## src/rtl/rll_key_gate_bank.sv

```systemverilog
// Serially loaded key register with shadow/commit, XOR/XNOR key-gate bank
// and a PIPE_STAGES-deep valid/data pipeline on the gated word.
//
// Ports:
//   clk, rst        : clock and synchronous active-high reset
//   key_start       : begin or restart a serial key load
//   key_valid       : key_bit is valid this cycle
//   key_bit         : serial key bit, LSB first
//   key_zeroize     : clear shadow and active keys immediately
//   key_busy        : high while a load is in progress or committing
//   key_loaded      : active key came from a completed load
//   in_valid        : input data valid
//   in_data         : plaintext data word
//   out_valid       : output data valid
//   out_data        : key-gated data word
module rll_key_gate_bank #(
    parameter int KEY_WIDTH = 32,
    parameter int DATA_WIDTH = 32,
    parameter logic [DATA_WIDTH-1:0] GATE_POL = DATA_WIDTH'(32'h0000_FFFF),
    parameter int PIPE_STAGES = 1
) (
    input  logic                  clk,
    input  logic                  rst,
    input  logic                  key_start,
    input  logic                  key_valid,
    input  logic                  key_bit,
    input  logic                  key_zeroize,
    output logic                  key_busy,
    output logic                  key_loaded,
    input  logic                  in_valid,
    input  logic [DATA_WIDTH-1:0] in_data,
    output logic                  out_valid,
    output logic [DATA_WIDTH-1:0] out_data
);

    localparam int CW = $clog2(KEY_WIDTH + 1);

    typedef enum logic [1:0] {
        S_IDLE,
        S_LOAD,
        S_COMMIT,
        S_ARMED
    } state_t;

    state_t                r_state;
    state_t                w_state_n;
    logic [KEY_WIDTH-1:0]  r_shadow;
    logic [KEY_WIDTH-1:0]  w_shadow_n;
    logic [KEY_WIDTH-1:0]  r_active;
    logic [KEY_WIDTH-1:0]  w_active_n;
    logic [CW-1:0]         r_cnt;
    logic [CW-1:0]         w_cnt_n;
    logic                  r_loaded;
    logic                  w_loaded_n;
    logic                  r_busy;
    logic                  w_busy_n;
    logic [DATA_WIDTH-1:0] w_gate;

    logic [PIPE_STAGES-1:0] r_pv;
    logic [DATA_WIDTH-1:0]  r_pd [PIPE_STAGES];

    // Key FSM: zeroize beats start beats key_valid in every state.
    always_comb begin
        w_state_n  = r_state;
        w_shadow_n = r_shadow;
        w_active_n = r_active;
        w_cnt_n    = r_cnt;
        w_loaded_n = r_loaded;
        if (key_zeroize) begin
            w_state_n  = S_IDLE;
            w_shadow_n = '0;
            w_active_n = '0;
            w_cnt_n    = '0;
            w_loaded_n = 1'b0;
        end else if (key_start) begin
            w_state_n = S_LOAD;
            w_cnt_n   = '0;
        end else begin
            case (r_state)
                S_LOAD: begin
                    if (key_valid) begin
                        // Decoded write avoids an index wider than the key.
                        for (int i = 0; i < KEY_WIDTH; i++) begin
                            if (r_cnt == CW'(i)) w_shadow_n[i] = key_bit;
                        end
                        w_cnt_n = r_cnt + CW'(1);
                        if (r_cnt == CW'(KEY_WIDTH - 1)) w_state_n = S_COMMIT;
                    end
                end
                S_COMMIT: begin
                    w_active_n = r_shadow;
                    w_loaded_n = 1'b1;
                    w_state_n  = S_ARMED;
                end
                default: ;
            endcase
        end
        w_busy_n = (w_state_n == S_LOAD) || (w_state_n == S_COMMIT);
    end

    always_ff @(posedge clk) begin
        if (rst) begin
            r_state  <= S_IDLE;
            r_shadow <= '0;
            r_active <= '0;
            r_cnt    <= '0;
            r_loaded <= 1'b0;
            r_busy   <= 1'b0;
        end else begin
            r_state  <= w_state_n;
            r_shadow <= w_shadow_n;
            r_active <= w_active_n;
            r_cnt    <= w_cnt_n;
            r_loaded <= w_loaded_n;
            r_busy   <= w_busy_n;
        end
    end

    // Gate i reuses key bit (i mod KEY_WIDTH); polarity 1 turns XOR into XNOR.
    always_comb begin
        w_gate = '0;
        for (int i = 0; i < DATA_WIDTH; i++) begin
            w_gate[i] = in_data[i] ^ r_active[i % KEY_WIDTH] ^ GATE_POL[i];
        end
    end

    // Valid always shifts; data registers only load behind a valid.
    always_ff @(posedge clk) begin
        if (rst) begin
            r_pv <= '0;
            for (int k = 0; k < PIPE_STAGES; k++) r_pd[k] <= '0;
        end else begin
            r_pv[0] <= in_valid;
            if (in_valid) r_pd[0] <= w_gate;
            for (int k = 1; k < PIPE_STAGES; k++) begin
                r_pv[k] <= r_pv[k-1];
                if (r_pv[k-1]) r_pd[k] <= r_pd[k-1];
            end
        end
    end

    assign key_busy   = r_busy;
    assign key_loaded = r_loaded;
    assign out_valid  = r_pv[PIPE_STAGES-1];
    assign out_data   = r_pd[PIPE_STAGES-1];

endmodule

```

## config.mk

```make
export PLATFORM = sky130hd
export DESIGN_NAME = rll_key_gate_bank
export DESIGN_NICKNAME = d
export VERILOG_FILES = /design/src/rtl/rll_key_gate_bank.sv
export SDC_FILE = /design/constraint.sdc
export NUM_CORES = 1
export LEC_CHECK = 0
export CAP_MARGIN = 15
export CORE_MARGIN = 10
export CORE_UTILIZATION = 53
export CTS_CLUSTER_SIZE = 12
export DETAILED_ROUTE_END_ITERATION = 8
export PLACE_DENSITY = 0.9
export REMOVE_ABC_BUFFERS = 1
export SLEW_MARGIN = 30
export SYNTH_ARGS = -nofsm -noshare
export SYNTH_HDL_FRONTEND = slang
export SYNTH_SLANG_ARGS = --single-unit
```

## constraint.sdc

```tcl
create_clock -name clk -period 2.57 [get_ports clk]
set_clock_uncertainty 0.2 [all_clocks]
set_input_delay 0.6425 -clock clk [delete_from_list [all_inputs] [get_ports clk]]
set_output_delay 0.6425 -clock clk [all_outputs]
set_load 0.005 [all_outputs]
```

### Word level (Yosys, flattened, before mapping)

Memories as Yosys holds them, arrays and structs flattened.
Index checks and enable logic that the tools add are counted.

| operators by class | value |
|---|---|
| add/sub/neg operators | 1 |
| equal/unequal tests | 35 |
| mux-type cells | 12 |
| bitwise logic cells | 49 |
| reductions and logical operators | 39 |

Operator list:

| cell | count |
|---|---|
| AND reduction 4 bit | 32 |
| == test 6 x 5 -> 1 bit, second input constant | 16 |
| == test 6 x 4 -> 1 bit, second input constant | 8 |
| two-way mux 32 bit | 1 |
| OR reduction 32 bit | 1 |
| bitwise XOR 1 bit | 32 |
| == test 6 x 3 -> 1 bit, second input constant | 4 |
| inverter 1 bit | 17 |
| == test 6 x 2 -> 1 bit, second input constant | 2 |
| two-way mux 2 bit | 4 |
| adder 6 x 1 -> 6 bit, second input constant | 1 |
| == test 6 x 1 -> 1 bit, second input constant | 1 |
| logical NOT 6 bit | 1 |
| two-way mux 1 bit | 6 |
| == test 2 x 1 -> 1 bit, second input constant | 2 |
| == test 2 bit, second input constant | 2 |
| case mux 2 bit (2 select lines) | 1 |
| AND reduction 2 bit | 2 |
| OR reduction 3 bit | 1 |
| OR reduction 2 bit | 1 |
| logical OR 1 bit | 1 |

| storage, ports and cells | value |
|---|---|
| register bits after elaboration | 75 |
| RAM bits | 32 |
| input port bits | 39 |
| output and inout bits | 35 |
| word-level logic and storage cells | 175 |
| memories | 1 |

Memories:

| memory | words | width | rd ports | clocked after memory_dff | wr ports | line | source |
|---|---|---|---|---|---|---|---|
| r_pd | 1 | 32 | 1 | 0 | 1 | 60 | `logic [DATA_WIDTH-1:0] r_pd [PIPE_STAGES];` |

### Logic depth before layout (Yosys ltp)

Gate-level depths: netlist of run 1.

| logic depth | value |
|---|---|
| depth after elaboration | 8 |
| gate-level depth with buffers | 8 |
| gate-level depth less buffers | 7 |

### Worst setup path after synthesis of run 1

Ideal clock, no wire load.

| timing | value |
|---|---|
| path type | input to register |
| start point | input port key_start |
| end point | register r_shadow[10] |
| setup time | 0.128 ns |
| data arrival time | 1.541 ns |
| required time | 2.242 ns |
| path slack | 0.701 ns |
| stages on the path | 6 |
| buffers on the path | 1 |
| cell sequence | nand4bb_1 -> buf_2 -> nor3b_2 -> nand2_1 -> mux2i_1 -> nor2_1 |

| between the ends | value |
|---|---|
| word-level cells in the longest chain between the ends | 2 |

RTL lines:

| item | line | source |
|---|---|---|
| start: declaration | 24 | `input logic key_start,` |
| inverter 1 bit (no line) | n/a |  |
| AND reduction 4 bit (no line) | n/a |  |
| end signal: assignment | 111 | `r_shadow <= w_shadow_n;` |
| end: declaration | 47 | `logic [KEY_WIDTH-1:0] r_shadow;` |

Every way passes these cells.
A chain may end at the register's enable or synchronous reset.

### Final worst setup path of run 1

| timing | value |
|---|---|
| start point | input port key_valid |
| end point | register r_shadow[3] |

| between the ends | value |
|---|---|
| word-level cells in the longest chain between the ends | 1 |

RTL lines:

| item | line | source |
|---|---|---|
| start: declaration | 25 | `input logic key_valid,` |
| AND reduction 4 bit (no line) | n/a |  |

Every way passes these cells.

==> results of run 1 <==
==> routing by layer <==
metal / vias up / GRT usage
met5: - / 0
met4: 0 / 0.0521
met3: 7 / 0.0503
met2: 87 / 0.255
met1: 1511 / 0.172
li1: 1649 / -
==> where the power goes <==
part | switching (mW) | internal, mW
clock network | 0.551 | 0.481
logic | 0.0992 | 0.153
registers | 0.0111 | 1.78
total | 0.661 | 2.42
==> state kept, by name (all words and copies together) (netlist names) <==
register	flops
r_state	2
r_cnt	6
key_loaded	1
out_valid	1
key_busy	1
r_active	32
r_pd	32
r_shadow	32
==> cell type report <==
| cell class | count | area [µm²] | area share |
|---|---|---|---|
| tap | 105 | 131 | 0.0241 |
| multi-input combinational | 323 | 1800 | 0.330 |
| sequential | 107 | 2460 | 0.452 |
| clock buffer | 11 | 141 | 0.0260 |
| clock inverter | 5 | 60.1 | 0.0110 |
| timing repair buffer | 84 | 826 | 0.152 |
| inverter | 7 | 26.3 | 0.00483 |
==> per-stage QoR <==
| step | worst slack, ns | hold slack (ns) | instances | util |
|---|---|---|---|---|
| global route | 0.267 | 0.280 | 642 | 0.669 |
| finish | 0.373 | 0.258 | 642 | 0.669 |
| detailed placement | 0.0163 | 0.243 | 626 | 0.645 |
| CTS | 0.406 | 0.259 | 642 | 0.669 |
| floorplan | 0.314 | 0.232 | 437 | - |
| global placement | 0.0825 | 0.245 | 626 | 0.645 |
==> Yosys cell counts <==
| cell type | number | area [µm²] |
|---|---|---|
| a2111o_1 | 1 | 11.3 |
| xnor2_1 | 18 | 158 |
| nor3_1 | 2 | 10.0 |
| and2_0 | 1 | 6.26 |
| nor4_2 | 1 | 12.5 |
| dfxtp_1 | 75 | 1500 |
| mux2i_1 | 24 | 240 |
| nor2b_1 | 5 | 31.3 |
| mux2_2 | 1 | 11.3 |
| a311oi_1 | 1 | 8.76 |
| inv_1 | 6 | 22.5 |
| or2_2 | 2 | 12.5 |
| inv_2 | 1 | 3.75 |
| nand2b_1 | 2 | 12.5 |
| buf_2 | 2 | 10.0 |
| xor2_1 | 19 | 166 |
| ha_1 | 6 | 75.1 |
| nand4_1 | 1 | 6.26 |
| nor3b_2 | 6 | 75.1 |
| clkbuf_2 | 1 | 5.00 |
| edfxtp_1 | 32 | 961 |
| or3_1 | 2 | 12.5 |
| o21ai_1 | 1 | 5.00 |
| clkbuf_1 | 24 | 90.1 |
| nor2_1 | 67 | 251 |
| nand2_1 | 106 | 398 |
| nand4bb_1 | 1 | 11.3 |
| nand3_1 | 14 | 70.1 |
| a21oi_1 | 42 | 210 |
==> worst paths after layout <==
kind                     start  slack (ns)           end  depth (start not counted)
hold / removal    r_shadow[31]        0.26  r_active[31]                          2
setup / recovery     key_valid        0.37   r_shadow[3]                          7
setup reg to reg    r_state[1]        0.52   r_shadow[3]                          8
hold reg to reg   r_shadow[31]        0.26  r_active[31]                          2
==> cells by family after synthesis <==
| family | Yosys count | synth area share |
|---|---|---|
| AOI/OAI and AO/OA | 45 | 0.0536 |
| xor gates and xnor gates | 37 | 0.0738 |
| adders and majority gates | 6 | 0.0171 |
| buffers and inverters | 34 | 0.0299 |
| DFF | 107 | 0.561 |
| muxes | 25 | 0.0573 |
| and+or+nand+nor | 210 | 0.207 |
==> critical path: stages <==
cell,delay [ns]
clkdlybuf4s50_1,0.52
nand4bb_1,0.14
buf_4,0.20
nor3b_2,0.38
nand2_1,0.13
mux2i_1,0.18
nor2_1,0.05
==> results.rst, run 1 <==
.. list-table::
   :header-rows: 1

   * - Metric
     - Value
   * - Sink Count
     - 107
   * - Initial cell density of the core
     - 0.540
   * - Residual DRC count
     - 0
   * - Placeable core region
     - 8130 µm²
   * - Routed metal-1 wirelength
     - 3810 µm
   * - Total inserted antenna cells
     - 0
   * - RSZ-0062 raised after global routing
     - false
   * - Pwr dens
     - 565 nW/µm²
   * - DRT Wirelength
     - 8970 µm
   * - Total Routing Usage GR
     - 0.150
   * - Data arrival, critical path
     - 2.25 ns
   * - NumNets Final
     - 577
   * - Weighted congestion reported at the end of routability-driven placement
     - 0.823
   * - Global-route wire length before repair
     - 15700 µm
   * - Final Slew Violations
     - 0
   * - Synthesis-to-layout area growth
     - 24.1%
   * - Clock Latency Late Sink
     - 0.36 ns
   * - Fraction of final layout cells sized beyond drive strength 1
     - 0.0708
   * - Clock tree from TritonCTS
     - built
   * - Share of synthesized area occupied by flip-flops and latches
     - 0.561
   * - Average footprint of a synthesized cell
     - 9.46 µm²
   * - Setup TNS
     - 0 ns
   * - DP Wirelength
     - 6370 µm
   * - FP Rows
     - 33
   * - Number of global-route vias before repair
     - 3331
   * - Clock slew seen by the registers of the worst setup and hold paths
     - 0.09 ns
   * - Top achievable clock speed
     - 455 MHz
   * - Minimum period implied by the final worst setup slack
     - 2.20 ns
   * - Antenna Nets Post-Route
     - 0
   * - DRC violation total after the first TritonRoute iteration
     - 207
   * - Netlist area before placement
     - 4390 µm²
   * - Count of instances resized after the clock tree is built
     - 0
   * - CTS Hold Bufs
     - 0
   * - Height of the die
     - 111 µm
   * - Overflow after GRT
     - 0
   * - Transition time of the tightest slew-check pin
     - 0.778 ns
   * - Worst vdd ir
     - 293 µV
   * - Total power draw
     - 3.08 mW
   * - Cell count after synthesis
     - 464
   * - Via count
     - 3254
   * - Setup CP Type
     - input pin to register
   * - Fill count
     - 637
   * - Area of placed instances
     - 5240 µm²
   * - Wire length on met3
     - 581 µm
   * - Setup violations, final
     - 0
   * - Yosys warnings
     - 0
   * - Routed length per placed instance
     - 14.0 µm
   * - Kind of end point of the critical path
     - register
   * - Post-CTS Repair Setup Buffers
     - 0
   * - Most common cell after layout, fill and taps aside
     - nand2_1
   * - Count of TritonRoute iterations in the first routing pass
     - 8
   * - Period utilisation layout
     - 0.855
   * - CTS H-tree depth
     - 3
   * - Crit-path max FO
     - 8
   * - Buffer cell driving the clock tree root
     - clkbuf_8
   * - Maximum number of pins on one net before global-route repair
     - 35
   * - Floorplan die area
     - 12300 µm²
   * - CP startpoint kind
     - input pin
   * - Number of endpoints with negative hold slack in the final report
     - 0
   * - Average vias per placed instance
     - 5.07
   * - Design area
     - 5450 µm²
   * - Leakage power of the design
     - 2.02 nW
   * - Top sig layer
     - met4
   * - Max-Cap Viols
     - 0
   * - Horizontal die dimension
     - 111 µm
   * - Crit path required time
     - 2.62 ns
   * - Max-slew headroom at the worst pin
     - 0.481
   * - Met2 routed wirelength
     - 4470 µm
   * - Result of the run
     - completed
   * - Initial antenna violation count
     - 0
   * - Count of input and output buffers
     - 73
   * - Min-Delay Path Class
     - register to register
   * - Maximum root-to-sink buffer count
     - 2
   * - Top library cells by usage in the layout, fill and taps aside
     - nand2_1 (106), dfxtp_1 (75), clkdlybuf4s50_1 (73)
   * - Cts bufs inserted
     - 9
   * - Unique masters post-synth
     - 29
   * - Register bit total from synthesis
     - 107
   * - I/O pin total
     - 74
(Power assumes the default switching activity.)
==> inputs of run 2 (changes only) <==
Settings changed: CORE_ASPECT_RATIO set to 1.25, CORE_UTILIZATION 53 to 55, CTS_BUF_LIST set to sky130_fd_sc_hd__clkbuf_8, PLACE_DENSITY 0.9 to 0.92.
==> run 2 against run 1 <==
Net effect: critical path depth is the same; worst setup slack gained 0.054 ns; clock power is essentially flat; sequential share of layout area grew 0.15 points; cell area shrank 0.32%; sequential power is essentially flat; count of clock-buffer cells in the layout shrank 2; power shrank 0.19%; flip-flop and latch count is the same; die area shrank 2.8%; via count grew 0.65%; maximum frequency grew 2.5%; critical path type unchanged; largest cell class unchanged; largest power group unchanged.
==> results.rst, run 2 (synthesized netlist as in run 1, its figures left out) <==
.. list-table::
   :header-rows: 1

   * - Metric
     - Value
   * - Result of the run
     - completed
   * - FP Rows
     - 36
   * - CTS Hold Bufs
     - 0
   * - Fin util
     - 0.697
   * - Kind of end point of the critical path
     - register
   * - Count of instances resized after the clock tree is built
     - 0
   * - Setup violations, final
     - 0
   * - Part of the total power dissipated in combinational logic
     - 0.081
   * - Min-Delay Path Class
     - register to register
   * - Average vias per placed instance
     - 5.20
   * - Cts bufs inserted
     - 9
   * - Crit-path max FO
     - 8
   * - Weighted congestion reported at the end of routability-driven placement
     - 0.820
   * - Total inserted antenna cells
     - 0
   * - Crit path required time
     - 2.61 ns
   * - CTS H-tree depth
     - 3
   * - Clock slew seen by the registers of the worst setup and hold paths
     - 0.10 ns
   * - Minimum period implied by the final worst setup slack
     - 2.14 ns
   * - Leakage power of the design
     - 2.01 nW
   * - Setup TNS
     - 0 ns
   * - Internal portion of total power
     - 2.39 mW
   * - Maximum number of pins on one net before global-route repair
     - 67
   * - Max-Cap Viols
     - 0
   * - Residual DRC count
     - 0
   * - Floorplan die area
     - 12000 µm²
   * - Count of TritonRoute iterations in the first routing pass
     - 5
   * - Setup CP Type
     - input pin to register
   * - Horizontal die dimension
     - 99.9 µm
   * - Data arrival, critical path
     - 2.18 ns
   * - Antenna Nets Post-Route
     - 0
   * - Number of global-route vias before repair
     - 3273
   * - Fin worst setup slack
     - 0.427 ns
   * - Pwr dens
     - 566 nW/µm²
   * - Period utilisation layout
     - 0.834
   * - Clock share of power
     - 0.335
   * - Top achievable clock speed
     - 467 MHz
   * - DRT Wirelength
     - 9000 µm
   * - Transition time of the tightest slew-check pin
     - 0.787 ns
   * - Count of input and output buffers
     - 73
   * - DRC violation total after the first TritonRoute iteration
     - 234
   * - Max-slew headroom at the worst pin
     - 0.475
   * - Slowest cell delay on critical path
     - 0.51 ns
   * - Most common cell after layout, fill and taps aside
     - nand2_1
   * - Maximum root-to-sink buffer count
     - 2
   * - WHS
     - 0.253 ns
   * - Via count
     - 3275
   * - Fraction of final layout cells sized beyond drive strength 1
     - 0.0673
   * - I/O pin total
     - 74
   * - Post-CTS Repair Setup Buffers
     - 0
   * - Design area
     - 5430 µm²
   * - CP startpoint kind
     - input pin
   * - Initial antenna violation count
     - 0
   * - Regs by FF count
     - r_active: 32 flops, r_pd: 32 flops, r_shadow: 32 flops
   * - Routed length per placed instance
     - 14.3 µm
   * - Final Slew Violations
     - 0
   * - RSZ-0062 raised after global routing
     - false
   * - Sequential share of power
     - 0.584
   * - Cell-by-cell listing of the critical path
     - clkdlybuf4s50_1 -> nand4bb_1 -> buf_4 -> nor3b_2 -> nand2_1 -> mux2i_1 -> nor2_1
   * - Area of placed instances
     - 5230 µm²
   * - Switching power as a share of total power
     - 0.222
   * - Sink Count
     - 107
   * - Number of endpoints with negative hold slack in the final report
     - 0
   * - Pre-CTS setup slack
     - 0.0580 ns
   * - NumNets Final
     - 575
   * - Global-route wire length before repair
     - 15400 µm
   * - Buffer cell driving the clock tree root
     - clkbuf_8
   * - Clock tree from TritonCTS
     - built
   * - Initial cell density of the core
     - 0.563
   * - Worst vdd ir
     - 326 µV
   * - Top library cells by usage in the layout, fill and taps aside
     - nand2_1 (106), dfxtp_1 (75), clkdlybuf4s50_1 (73)
   * - DP Wirelength
     - 6390 µm
   * - Placeable core region
     - 7790 µm²
   * - Synthesis-to-layout area growth
     - 23.7%
   * - Total Routing Usage GR
     - 0.154
   * - Switching power summed over all nets
     - 0.683 mW
   * - Overflow after GRT
     - 0
   * - Cell with the biggest individual delay on the critical path
     - clkdlybuf4s50_1
   * - Clock Latency Late Sink
     - 0.36 ns
   * - Height of the die
     - 120 µm
run 2: metrics by stage:
step                      instances  power [mW]
final                           630        3.07
after global routing            630        3.19
after CTS                       630        3.09
after detailed placement        614        2.09
after global placement          614        2.08
after floorplan                 437        1.90
run 2: layout make-up:
class | count | area, µm²
Sequential cell | 107 | 2460
Fill cell | 568 | 2360
Multi-Input combinational cell | 323 | 1800
Timing Repair Buffer | 82 | 823
Clock buffer | 9 | 124
Tap cell | 95 | 119
Clock inverter | 7 | 75.1
Inverter | 7 | 26.3
run 2: path summary, 6_finish.rpt:
kind,from,to,slack [ns],depth (start not counted)
worst max-delay path,key_valid,r_shadow[4],0.43,7
worst min-delay path,r_shadow[0],r_active[0],0.25,2
worst max register to register,r_state[0],key_busy,0.53,6
worst min register to register,r_shadow[0],r_active[0],0.25,2
run 2: per-layer routing:
metal / global-route usage / vias to the layer above / wire (µm)
met5: 0 / - / 0
met4: 0.0664 / 0 / 139
met3: 0.0425 / 11 / 511
met1: 0.175 / 1531 / 3730
met2: 0.262 / 89 / 4620
li1: - / 1644 / -
run 2: critical path, delay by kind of cell:
kind / cells / cell delay (ns)
muxes: 1 / 0.18
and+or+nand+nor: 4 / 0.66
buffers and inverters: 2 / 0.70
run 2: power by group through the flow:
stage / clock network, mW / registers, mW / logic (mW)
6_report: 1.03 / 1.79 / 0.250
5_1_grt: 1.12 / 1.80 / 0.272
4_1_cts: 1.04 / 1.79 / 0.255
3_5_place_dp: 0 / 1.83 / 0.254
3_3_place_gp: 0 / 1.83 / 0.247
2_1_floorplan: 0 / 1.84 / 0.0634
==> inputs of run 3 (changes only) <==
Settings changed: CORE_UTILIZATION 55 to 49, PLACE_DENSITY 0.92 to 0.87.
Clock period 2.57 ns to 1.9 ns, I/O delays scaled along.
==> run 3 against run 2 <==
Net effect: the run now ends with setup timing left; sequential power is 35% higher; cell area increased by 6.4%; final cell count is 6.2% higher; worst setup slack worse by 0.44 ns; sequential share of layout area is 2.5 points lower; critical endpoint is now key_busy.
==> results.rst, run 3 (synthesized netlist as in run 1, its figures left out) <==
.. list-table::
   :header-rows: 1

   * - Metric
     - Value
   * - Result of the run
     - finished with violations
   * - Failing checks
     - setup timing
   * - Placeable core region
     - 8700 µm²
   * - Number of global-route vias before repair
     - 3321
   * - I/O pin total
     - 74
   * - WHS
     - 0.254 ns
   * - Sink Count
     - 107
   * - Top achievable clock speed
     - 524 MHz
   * - Horizontal die dimension
     - 105 µm
   * - FP Rows
     - 38
   * - Floorplan die area
     - 13200 µm²
   * - Number of cells on the worst reg-to-reg path
     - 6
   * - Min-Delay Path Class
     - register to register
   * - Worst vdd ir
     - 422 µV
   * - Clock slew seen by the registers of the worst setup and hold paths
     - 0.10 ns
   * - Clock Latency Late Sink
     - 0.37 ns
   * - Buffer cell driving the clock tree root
     - clkbuf_8
   * - DRT Wirelength
     - 9880 µm
   * - Maximum root-to-sink buffer count
     - 2
   * - Number of endpoints with negative hold slack in the final report
     - 0
   * - Final Slew Violations
     - 0
   * - Overflow after GRT
     - 0
   * - Reg2Reg Launch Point
     - r_state[0]
   * - Residual DRC count
     - 0
   * - Antenna Nets Post-Route
     - 0
   * - Pwr dens
     - 749 nW/µm²
   * - Height of the die
     - 126 µm
   * - Clock tree from TritonCTS
     - built
   * - Total inserted antenna cells
     - 0
   * - Data arrival, critical path
     - 1.98 ns
   * - Register-to-register setup slack
     - -0.01 ns
   * - Initial antenna violation count
     - 0
   * - Via count
     - 3337
   * - Maximum number of pins on one net before global-route repair
     - 39
   * - Global-route wire length before repair
     - 15500 µm
   * - Max-Cap Viols
     - 0
   * - Average vias per placed instance
     - 4.99
   * - Regs by FF count
     - r_active: 32 flops, r_pd: 32 flops, r_shadow: 32 flops
   * - Crit-path max FO
     - 3
   * - Top library cells by usage in the layout, fill and taps aside
     - nand2_1 (106), dfxtp_1 (70), nor2_1 (67)
   * - CTS Hold Bufs
     - 0
   * - Setup CP Type
     - register to register
   * - Routed length per placed instance
     - 14.8 µm
   * - CTS H-tree depth
     - 3
   * - Weighted congestion reported at the end of routability-driven placement
     - 0.827
   * - Most common cell after layout, fill and taps aside
     - nand2_1
   * - Hold Crit Endpoint
     - r_active[18]
   * - RSZ-0062 raised after global routing
     - true
   * - Synthesis-to-layout area growth
     - 31.6%
   * - Count of TritonRoute iterations in the first routing pass
     - 4
   * - Fin util
     - 0.664
   * - Cells on Worst Hold Path
     - 2
   * - Crit path required time
     - 1.97 ns
   * - Fin worst setup slack
     - -0.00994 ns
   * - Transition time of the tightest slew-check pin
     - 0.392 ns
   * - Fraction of final layout cells sized beyond drive strength 1
     - 0.109
   * - Total Routing Usage GR
     - 0.141
   * - CP startpoint kind
     - register
   * - Period utilisation layout
     - 1.01
   * - Leakage power of the design
     - 2.48 nW
   * - Origin of the worst min-delay path
     - r_shadow[18]
   * - R2r endpoint
     - key_busy
   * - DP Wirelength
     - 6380 µm
   * - Setup violations, final
     - 1
   * - Count of input and output buffers
     - 73
   * - Max-slew headroom at the worst pin
     - 0.739
   * - DRC violation total after the first TritonRoute iteration
     - 172
   * - NumNets Final
     - 589
   * - Initial cell density of the core
     - 0.504
   * - Kind of end point of the critical path
     - register
   * - Cts bufs inserted
     - 9
   * - Minimum period implied by the final worst setup slack
     - 1.91 ns
-- run 3: changes by cell type in the layout (fill, tap and decap cells not counted), sizes merged --
| cell | change |
|---|---|
| bufinv | +1 |
| dlygate4sd2 | +14 |
| clkinv | -1 |
| buf | +14 |
| inv | -1 |
| clkdlybuf4s50 | -37 |
| dlymetal6s2s | +23 |
| clkbuf | +2 |
| clkinvlp | -1 |
-- run 3: area by class of cell --
| type | count | area (µm²) |
|---|---|---|
| clock inverter | 5 | 76.3 |
| fill | 654 | 2930 |
| inverter | 7 | 26.3 |
| timing repair buffer | 96 | 1010 |
| clock buffer | 11 | 151 |
| tap | 120 | 150 |
| multi-input combinational | 323 | 1890 |
| sequential | 107 | 2470 |
-- run 3: layer usage --
layer  up-vias  track usage  wire length [µm]
met5         -            0                 0
met4         0       0.0696               210
met3        13       0.0372               535
met2        85        0.252              5280
met1      1569        0.150              3850
li1       1670            -                 -
-- run 3: worst max-delay path by stage --
stage	slack, ns	startpoint	end
2_1_floorplan	-0.31	r_state[0]	r_active[0]
3_3_place_gp	-0.39	key_start	r_shadow[1]
3_5_place_dp	-0.53	key_start	r_shadow[3]
4_1_cts	-0.03	r_state[0]	key_busy
5_1_grt	-0.04	r_state[1]	r_shadow[8]
6_report	-0.01	r_state[0]	key_busy
-- run 3: what timing repair did --
item,in CTS,in global routing
hold endpoints to repair,0,0
buffers inserted,0,3
resized for setup,25,34
pin swaps,3,6
setup endpoints to repair,35,49
-- run 3: worst max-delay path: stages (launching register included) --
cell and delay [ns]:
dfxtp_4 0.38, inv_1 0.07, ha_4 0.28, mux2_4 0.31, a311oi_4 0.34, or3_1 0.17
o21ai_1 0.06
-- run 3: metrics by stage --
| stage | setup WS [ns] | cell area, µm² | setup TNS (ns) | total power, mW | cells |
|---|---|---|---|---|---|
| 6_report | -0.00994 | 5780 | -0.00994 | 4.33 | 669 |
| 5_1_grt | -0.0366 | 5780 | -0.160 | 4.47 | 669 |
| 4_1_cts | -0.0326 | 5650 | -0.0326 | 4.36 | 666 |
| 3_5_place_dp | -0.526 | 5380 | -16.45 | 2.84 | 650 |
| 3_3_place_gp | -0.393 | 5380 | -11.81 | 2.82 | 650 |
| 2_1_floorplan | -0.310 | 4280 | -10.58 | 2.57 | 437 |
-- run 3: power by group --
part / total, mW / switching, mW / internal, mW / leakage (nW)
sequential: 2.42 / 0.0138 / 2.41 / 0.951
combinational: 0.343 / 0.145 / 0.198 / 1.41
clock: 1.56 / 0.753 / 0.808 / 0.117
